--- src/rtl/rv32_mem_access.sv ---
// RV32 memory-access stage: issues one bus transfer per load/store, resolves branches,
// and registers the writeback controls for the next stage.
module rv32_mem_access (
  input  logic        clk,
  input  logic        reset,
  input  logic        stall_in,
  input  logic        flush_in,
  input  logic        valid_in,
  input  logic        alu_non_zero_in,
  input  logic        branch_predicted_taken_in,
  input  logic        mem_read_in,
  input  logic        mem_write_in,
  input  logic        mem_fence_in,
  input  logic        mem_zero_extend_in,
  input  logic [1:0]  mem_width_in,
  input  logic [1:0]  branch_op_in,
  input  logic [4:0]  rd_in,
  input  logic        rd_write_in,
  input  logic [31:0] result_in,
  input  logic [31:0] rs2_value_in,
  output logic [31:0] bus_address_out,
  output logic        bus_read_out,
  output logic        bus_write_out,
  output logic [3:0]  bus_write_mask_out,
  output logic [31:0] bus_write_value_out,
  input  logic [31:0] bus_read_value_in,
  input  logic        bus_ready_in,
  output logic        busy_out,
  output logic        branch_taken_out,
  output logic        branch_mispredicted_out,
  output logic        valid_out,
  output logic        rd_write_out,
  output logic [4:0]  rd_out,
  output logic [31:0] rd_value_out
);

  typedef enum logic [1:0] {
    IDLE   = 2'd0,
    ACCESS = 2'd1,
    DONE   = 2'd2
  } state_t;

  localparam logic [1:0] BR_NEVER    = 2'd0;
  localparam logic [1:0] BR_ZERO     = 2'd1;
  localparam logic [1:0] BR_NON_ZERO = 2'd2;
  localparam logic [1:0] BR_ALWAYS   = 2'd3;

  state_t      state_reg, state_next;

  // Operation captured at issue, held for the whole transfer
  logic [31:0] op_addr_reg;
  logic [3:0]  op_mask_reg;
  logic [31:0] op_wval_reg;
  logic [1:0]  op_width_reg;
  logic        op_zext_reg;
  logic [1:0]  op_lo_reg;
  logic        op_write_reg;
  logic [4:0]  op_rd_reg;
  logic        op_rd_write_reg;
  logic [31:0] op_result_reg;
  logic        op_flushed_reg;
  logic [31:0] load_buf_reg;

  // Writeback output registers
  logic        wb_valid_reg;
  logic        wb_rd_write_reg;
  logic [4:0]  wb_rd_reg;
  logic [31:0] wb_value_reg;

  logic        issue;
  logic        wb_kill;
  logic [3:0]  mask_calc;
  logic [31:0] wval_calc;
  logic [7:0]  load_byte;
  logic [15:0] load_half;
  logic [31:0] load_value;

  // A fence never takes a bus cycle, even if the decoder also flags a read/write.
  assign issue = (state_reg == IDLE) && valid_in && (mem_read_in || mem_write_in)
                 && !mem_fence_in && !flush_in;

  // Per-lane store mask and replicated store data; widths 2 and 3 are both word.
  genvar gi;
  generate
    for (gi = 0; gi < 4; gi++) begin : g_lane
      localparam logic [1:0] LANE = 2'(gi);
      assign mask_calc[gi] = (mem_width_in == 2'd0) ? (result_in[1:0] == LANE) :
                             (mem_width_in == 2'd1) ? (result_in[1] == LANE[1]) :
                                                      1'b1;
      assign wval_calc[8*gi +: 8] = (mem_width_in == 2'd0) ? rs2_value_in[7:0] :
                                    (mem_width_in == 2'd1) ? rs2_value_in[8*(gi%2) +: 8] :
                                                             rs2_value_in[8*gi +: 8];
    end
  endgenerate

  always_comb begin
    load_byte  = bus_read_value_in[7:0];
    load_half  = bus_read_value_in[15:0];
    load_value = bus_read_value_in;
    case (op_lo_reg)
      2'd0:    load_byte = bus_read_value_in[7:0];
      2'd1:    load_byte = bus_read_value_in[15:8];
      2'd2:    load_byte = bus_read_value_in[23:16];
      default: load_byte = bus_read_value_in[31:24];
    endcase
    if (op_lo_reg[1]) begin
      load_half = bus_read_value_in[31:16];
    end
    case (op_width_reg)
      2'd0:    load_value = {{24{load_byte[7] & ~op_zext_reg}}, load_byte};
      2'd1:    load_value = {{16{load_half[15] & ~op_zext_reg}}, load_half};
      default: load_value = bus_read_value_in;
    endcase
  end

  always_comb begin
    state_next    = state_reg;
    busy_out      = 1'b0;
    bus_read_out  = 1'b0;
    bus_write_out = 1'b0;
    case (state_reg)
      IDLE: begin
        busy_out = issue;
        if (issue) begin
          state_next = ACCESS;
        end
      end
      ACCESS: begin
        busy_out      = 1'b1;
        bus_read_out  = !op_write_reg;
        bus_write_out = op_write_reg;
        if (bus_ready_in) begin
          state_next = DONE;
        end
      end
      DONE: begin
        if (!stall_in) begin
          state_next = IDLE;
        end
      end
      default: state_next = IDLE;
    endcase
  end

  // Outside ACCESS the bus fields just track the current instruction.
  assign bus_address_out     = (state_reg == ACCESS) ? op_addr_reg : {result_in[31:2], 2'b00};
  assign bus_write_mask_out  = (state_reg == ACCESS) ? op_mask_reg : mask_calc;
  assign bus_write_value_out = (state_reg == ACCESS) ? op_wval_reg : wval_calc;

  always_comb begin
    branch_taken_out = 1'b0;
    case (branch_op_in)
      BR_NEVER:    branch_taken_out = 1'b0;
      BR_ZERO:     branch_taken_out = !alu_non_zero_in;
      BR_NON_ZERO: branch_taken_out = alu_non_zero_in;
      BR_ALWAYS:   branch_taken_out = 1'b1;
      default:     branch_taken_out = 1'b0;
    endcase
  end

  assign branch_mispredicted_out = (state_reg == IDLE) && valid_in
                                   && (branch_taken_out != branch_predicted_taken_in);

  // A flush seen at any point after issue squashes the in-flight op at writeback.
  assign wb_kill = flush_in || op_flushed_reg;

  always_ff @(posedge clk or posedge reset) begin
    if (reset) begin
      state_reg       <= IDLE;
      op_addr_reg     <= 32'd0;
      op_mask_reg     <= 4'd0;
      op_wval_reg     <= 32'd0;
      op_width_reg    <= 2'd0;
      op_zext_reg     <= 1'b0;
      op_lo_reg       <= 2'd0;
      op_write_reg    <= 1'b0;
      op_rd_reg       <= 5'd0;
      op_rd_write_reg <= 1'b0;
      op_result_reg   <= 32'd0;
      op_flushed_reg  <= 1'b0;
      load_buf_reg    <= 32'd0;
      wb_valid_reg    <= 1'b0;
      wb_rd_write_reg <= 1'b0;
      wb_rd_reg       <= 5'd0;
      wb_value_reg    <= 32'd0;
    end else begin
      state_reg <= state_next;

      if (issue) begin
        op_addr_reg     <= {result_in[31:2], 2'b00};
        op_mask_reg     <= mask_calc;
        op_wval_reg     <= wval_calc;
        op_width_reg    <= mem_width_in;
        op_zext_reg     <= mem_zero_extend_in;
        op_lo_reg       <= result_in[1:0];
        op_write_reg    <= mem_write_in;
        op_rd_reg       <= rd_in;
        op_rd_write_reg <= rd_write_in;
        op_result_reg   <= result_in;
        op_flushed_reg  <= 1'b0;
      end else if ((state_reg != IDLE) && flush_in) begin
        op_flushed_reg <= 1'b1;
      end

      if ((state_reg == ACCESS) && bus_ready_in) begin
        load_buf_reg <= op_write_reg ? op_result_reg : load_value;
      end

      if ((state_reg == DONE) && !stall_in) begin
        wb_valid_reg    <= !wb_kill;
        wb_rd_write_reg <= op_rd_write_reg && !wb_kill;
        wb_rd_reg       <= op_rd_reg;
        wb_value_reg    <= load_buf_reg;
      end else if ((state_reg == IDLE) && !issue && !stall_in) begin
        wb_valid_reg    <= valid_in && !flush_in;
        wb_rd_write_reg <= valid_in && rd_write_in && !flush_in;
        wb_rd_reg       <= rd_in;
        wb_value_reg    <= result_in;
      end
    end
  end

  assign valid_out    = wb_valid_reg;
  assign rd_write_out = wb_rd_write_reg;
  assign rd_out       = wb_rd_reg;
  assign rd_value_out = wb_value_reg;

endmodule

--- config.mk ---
export PLATFORM = sky130hd
export DESIGN_NAME = rv32_mem_access
export DESIGN_NICKNAME = d
export VERILOG_FILES = /design/src/rtl/rv32_mem_access.sv
export SDC_FILE = /design/constraint.sdc
export NUM_CORES = 1
export LEC_CHECK = 0
export BUFFER_PORTS_ARGS = -buffer_cell sky130_fd_sc_hd__buf_4
export CORE_UTILIZATION = 25
export CTS_CLUSTER_DIAMETER = 200
export DETAILED_ROUTE_END_ITERATION = 7
export GPL_TIMING_DRIVEN = 0
export SYNTH_ARGS = -nofsm -noshare
export SYNTH_HDL_FRONTEND = slang
export SYNTH_SLANG_ARGS = --single-unit
export TNS_END_PERCENT = 1
--- constraint.sdc ---
create_clock -name clk -period 13.4 [get_ports clk]
set_input_delay 0.67 -clock clk [delete_from_list [all_inputs] [get_ports clk]]
set_output_delay 0.67 -clock clk [all_outputs]
set_load 0.05 [all_outputs]
==> impl_metrics.csv <==
group,metric,value,unit
drt,drt_first_iter_violations,440,
floorplanning,std_cell_rows,65,
synthesis,synth.top_cells.by_count,"sky130_fd_sc_hd__nand2_1, sky130_fd_sc_hd__dfrtp_1, sky130_fd_sc_hd__o21ai_0",
clock_network,clk_pin_slew_worst_paths,0.06,ns
power_and_ir_drop,power_switching_share,0.389,
placed_design,postPlaceCellArea,10500,sq um
synthesis,synthesis.yosys.warnings,0,
clock_network,cts.repair_timing.setup_buffer_count,0,
cells_and_area,drive_above_1_share,0.299,
floorplanning,dieWidth,183,um
clock_network,worst_skew_pair.late_latency,0.43,ns
synthesis,synth-edff-count,0,
clock_network,tritoncts,"built",
floorplanning,num_io_pins,230,
worst_setup_path,r2r.worst_path.cells,5,
power_and_ir_drop,p_leak,5.37,nW
power_and_ir_drop,internal_power,0.00113,W
sta,worst_hold_margin,0.271,ns
floorplanning,die_ht,183,um
drt,route.detailed.wl_per_inst,19.1,um
sta,slew_headroom,0.463,
cells_and_area,area_growth_syn_to_layout,35.1,%
sta,worst_pin_slew,0.803,ns
synthesis,ys_seq_elements,152,
drt,route.final.wire_length,30000,um
worst_setup_path,critical_path_end_type,"output port",
power_and_ir_drop,fin_total_pwr,0.00185,W
synthesis,synthMostInstantiatedCell,"sky130_fd_sc_hd__nand2_1",
floorplanning,fp.dieArea,33500,sq um
power_and_ir_drop,power_density,167,nW/um^2
sta,timing.setup.tns,0,ns
global_route,overflow,0,
clock_network,h_tree_depth,4,
cells_and_area,nNetsFinal,1244,
synthesis,ys_types,45,
sta,hold_fails_final_rpt,0,
drt,routed-via-count,7513,
clock_network,ctsResizeCount,0,
cells_and_area,final_area,11100,sq um
worst_setup_path,critical_path_arrival,2.63,ns
worst_setup_path,startpoint_type,"register",
sta,setup_viol_count_final,0,
synthesis,synth_top_cells_by_area,"sky130_fd_sc_hd__dfrtp_1, sky130_fd_sc_hd__nand2_1, sky130_fd_sc_hd__mux2_4, sky130_fd_sc_hd__mux2i_1, sky130_fd_sc_hd__o21ai_0",
placed_design,dp_hpwl,22600,um
placed_design,place.gp.congestion,0.923,
synthesis,post_synth_instance_area,8190,sq um
floorplanning,effective_utilization_at_floorplan,0.257,
clock_network,cts.root.buffer_cell,"sky130_fd_sc_hd__clkbuf_16",
worst_setup_path,path_class,"reg -> out",
clock_network,clock_tree.buffer_depth,2,
placed_design,port-buffer-count,227,
drt,viasPerCell,4.77,
worst_setup_path,data_required_time_at_the_worst_endpoint,12.73,ns
sta,finalCriticalPeriod,3.30,ns
synthesis,netlist_instances,878,
global_route,grt_first_pass_wirelength,45400,um
run_status,run_status,"finished, final reports clean",
drt,ant_nets,0,
clock_network,cts_made_buffers,17,
worst_setup_path,r2r_setup_slack,11.13,ns
worst_setup_path,cp_max_fo,10,
synthesis,seq_area_frac_synth,0.464,
drt,post-route-drc-count,0,
sta,clock-skew-final,0.0149,ns
floorplanning,design.core.area,31900,sq um
power_and_ir_drop,net-switching-power,0.000719,W
sta,finalCritPeriodShare,0.246,
global_route,first_global_vias,7594,
global_route,grt_util_all_layers,0.181,
synthesis,synth_top_flop_cell,"sky130_fd_sc_hd__dfrtp_1",
global_route,antenna_found_initial,0,
sta,grt_setup_unrepaired,"false",
power_and_ir_drop,power.clock.fraction,0.268,
power_and_ir_drop,irDropWorstVdd,76.3,uV
power_and_ir_drop,combPwrFrac,0.357,
global_route,grt_start_max_net_pins,85,
synthesis,synth.avg_cell_area,9.33,sq um
sta,max_freq,303,MHz
synthesis,synth.top_cell.area_share,0.464,
synthesis,post-synth-top-area-cell,"sky130_fd_sc_hd__dfrtp_1",
power_and_ir_drop,sequentialPowerShare,0.376,
synthesis,postSynth.asyncResetShare,1.00,
clock_network,postCtsHoldBufs,0,
cells_and_area,antenna-diode-count,0,
sta,maxSlewViolCount,0,
clock_network,clock_sinks,152,
run,drv_cap,0,
drt,iteration_count_of_the_initial_detailed_routing_pass,5,
min_path,min_path_type,"in -> async",
## area by class of cell
class / count / area [sq um]
sequential: 152 / 3800
buffer: 68 / 379
timing repair buffer: 228 / 1730
clock buffer: 19 / 443
clock inverter: 13 / 146
fill: 3369 / 20800
tap: 435 / 544
multi-input combinational: 654 / 4000
inverter: 5 / 26.3
## critical path, cell delays in order (launching register included)
cell	delay, ns
sky130_fd_sc_hd__dfrtp_1	0.50
sky130_fd_sc_hd__nand2b_1	0.15
sky130_fd_sc_hd__clkbuf_1	0.42
sky130_fd_sc_hd__clkbuf_1	0.67
sky130_fd_sc_hd__a21oi_1	0.21
sky130_fd_sc_hd__buf_4	0.26
## cells by family after synthesis
family / count (synthesis) / share of synthesized area
flops: 152 / 0.464
buf+inv: 73 / 0.0486
compound gates: 215 / 0.154
simple gates: 318 / 0.157
mux: 119 / 0.175
other cells: 1 / 0.000458
## final timing paths
path / startpoint / end
max reg2reg: state_reg[1] / load_buf_reg[10]
max: state_reg[1] / bus_write_mask_out[3]
min reg2reg: rd_value_out[22] / rd_value_out[22]
min in group clk: flush_in / valid_out
max in group asynchronous: reset / op_wval_reg[5]
min: reset / rd_value_out[25]
## power by group through the flow
stage	clock network, W	registers [W]	logic, W
2_1_floorplan	0	0.000737	0.000395
3_3_place_gp	0	0.000697	0.000651
3_5_place_dp	0	0.000701	0.000660
4_1_cts	0.000504	0.000694	0.000662
5_1_grt	0.000523	0.000713	0.000709
6_report	0.000494	0.000694	0.000659
## cells in the final DEF (no fill, tap or decap), types with 3 or more instances in the layout
cell	synthesis	layout
sky130_fd_sc_hd__clkbuf_1	37	38
sky130_fd_sc_hd__buf_12	5	5
sky130_fd_sc_hd__o31ai_1	7	7
sky130_fd_sc_hd__nand2_1	243	243
sky130_fd_sc_hd__mux2_4	49	49
sky130_fd_sc_hd__o21ai_1	10	10
sky130_fd_sc_hd__buf_2	16	16
sky130_fd_sc_hd__inv_1	5	4
sky130_fd_sc_hd__a21o_1	3	3
sky130_fd_sc_hd__a22oi_1	32	32
sky130_fd_sc_hd__a22o_1	8	8
sky130_fd_sc_hd__dfrtp_1	152	152
sky130_fd_sc_hd__a211oi_1	6	6
sky130_fd_sc_hd__mux2i_1	69	69
sky130_fd_sc_hd__buf_1	6	6
sky130_fd_sc_hd__a21oi_1	44	44
sky130_fd_sc_hd__nor2_1	42	42
sky130_fd_sc_hd__o21ai_0	95	95
sky130_fd_sc_hd__and3_1	5	5
sky130_fd_sc_hd__buf_4	2	229
sky130_fd_sc_hd__or3_1	6	6
sky130_fd_sc_hd__clkbuf_16	0	17
sky130_fd_sc_hd__nand2b_1	4	4
sky130_fd_sc_hd__clkinv_4	0	5
sky130_fd_sc_hd__nor2b_1	7	7
## stage by stage
| step | util | setup WS (ns) | instances |
|---|---|---|---|
| 6_report | 0.347 | 10.10 | 1574 |
| 5_1_grt | 0.347 | 10.01 | 1574 |
| 4_1_cts | 0.347 | 10.07 | 1574 |
| 3_5_place_dp | 0.329 | 10.41 | 1542 |
| 3_3_place_gp | 0.328 | 6.52 | 1541 |
| 2_1_floorplan | - | 8.64 | 879 |
## metal layers
metal | GRT usage | wire [um] | share of wire | up-vias
met5 | 0 | 0 | 0 | -
met4 | 0.0610 | 739 | 0.025 | 0
met3 | 0.0433 | 2380 | 0.079 | 50
met2 | 0.288 | 13700 | 0.46 | 340
met1 | 0.240 | 13200 | 0.44 | 3606
li1 | - | - | - | 3517
Note: power is estimated with default switching activity, not from simulation.
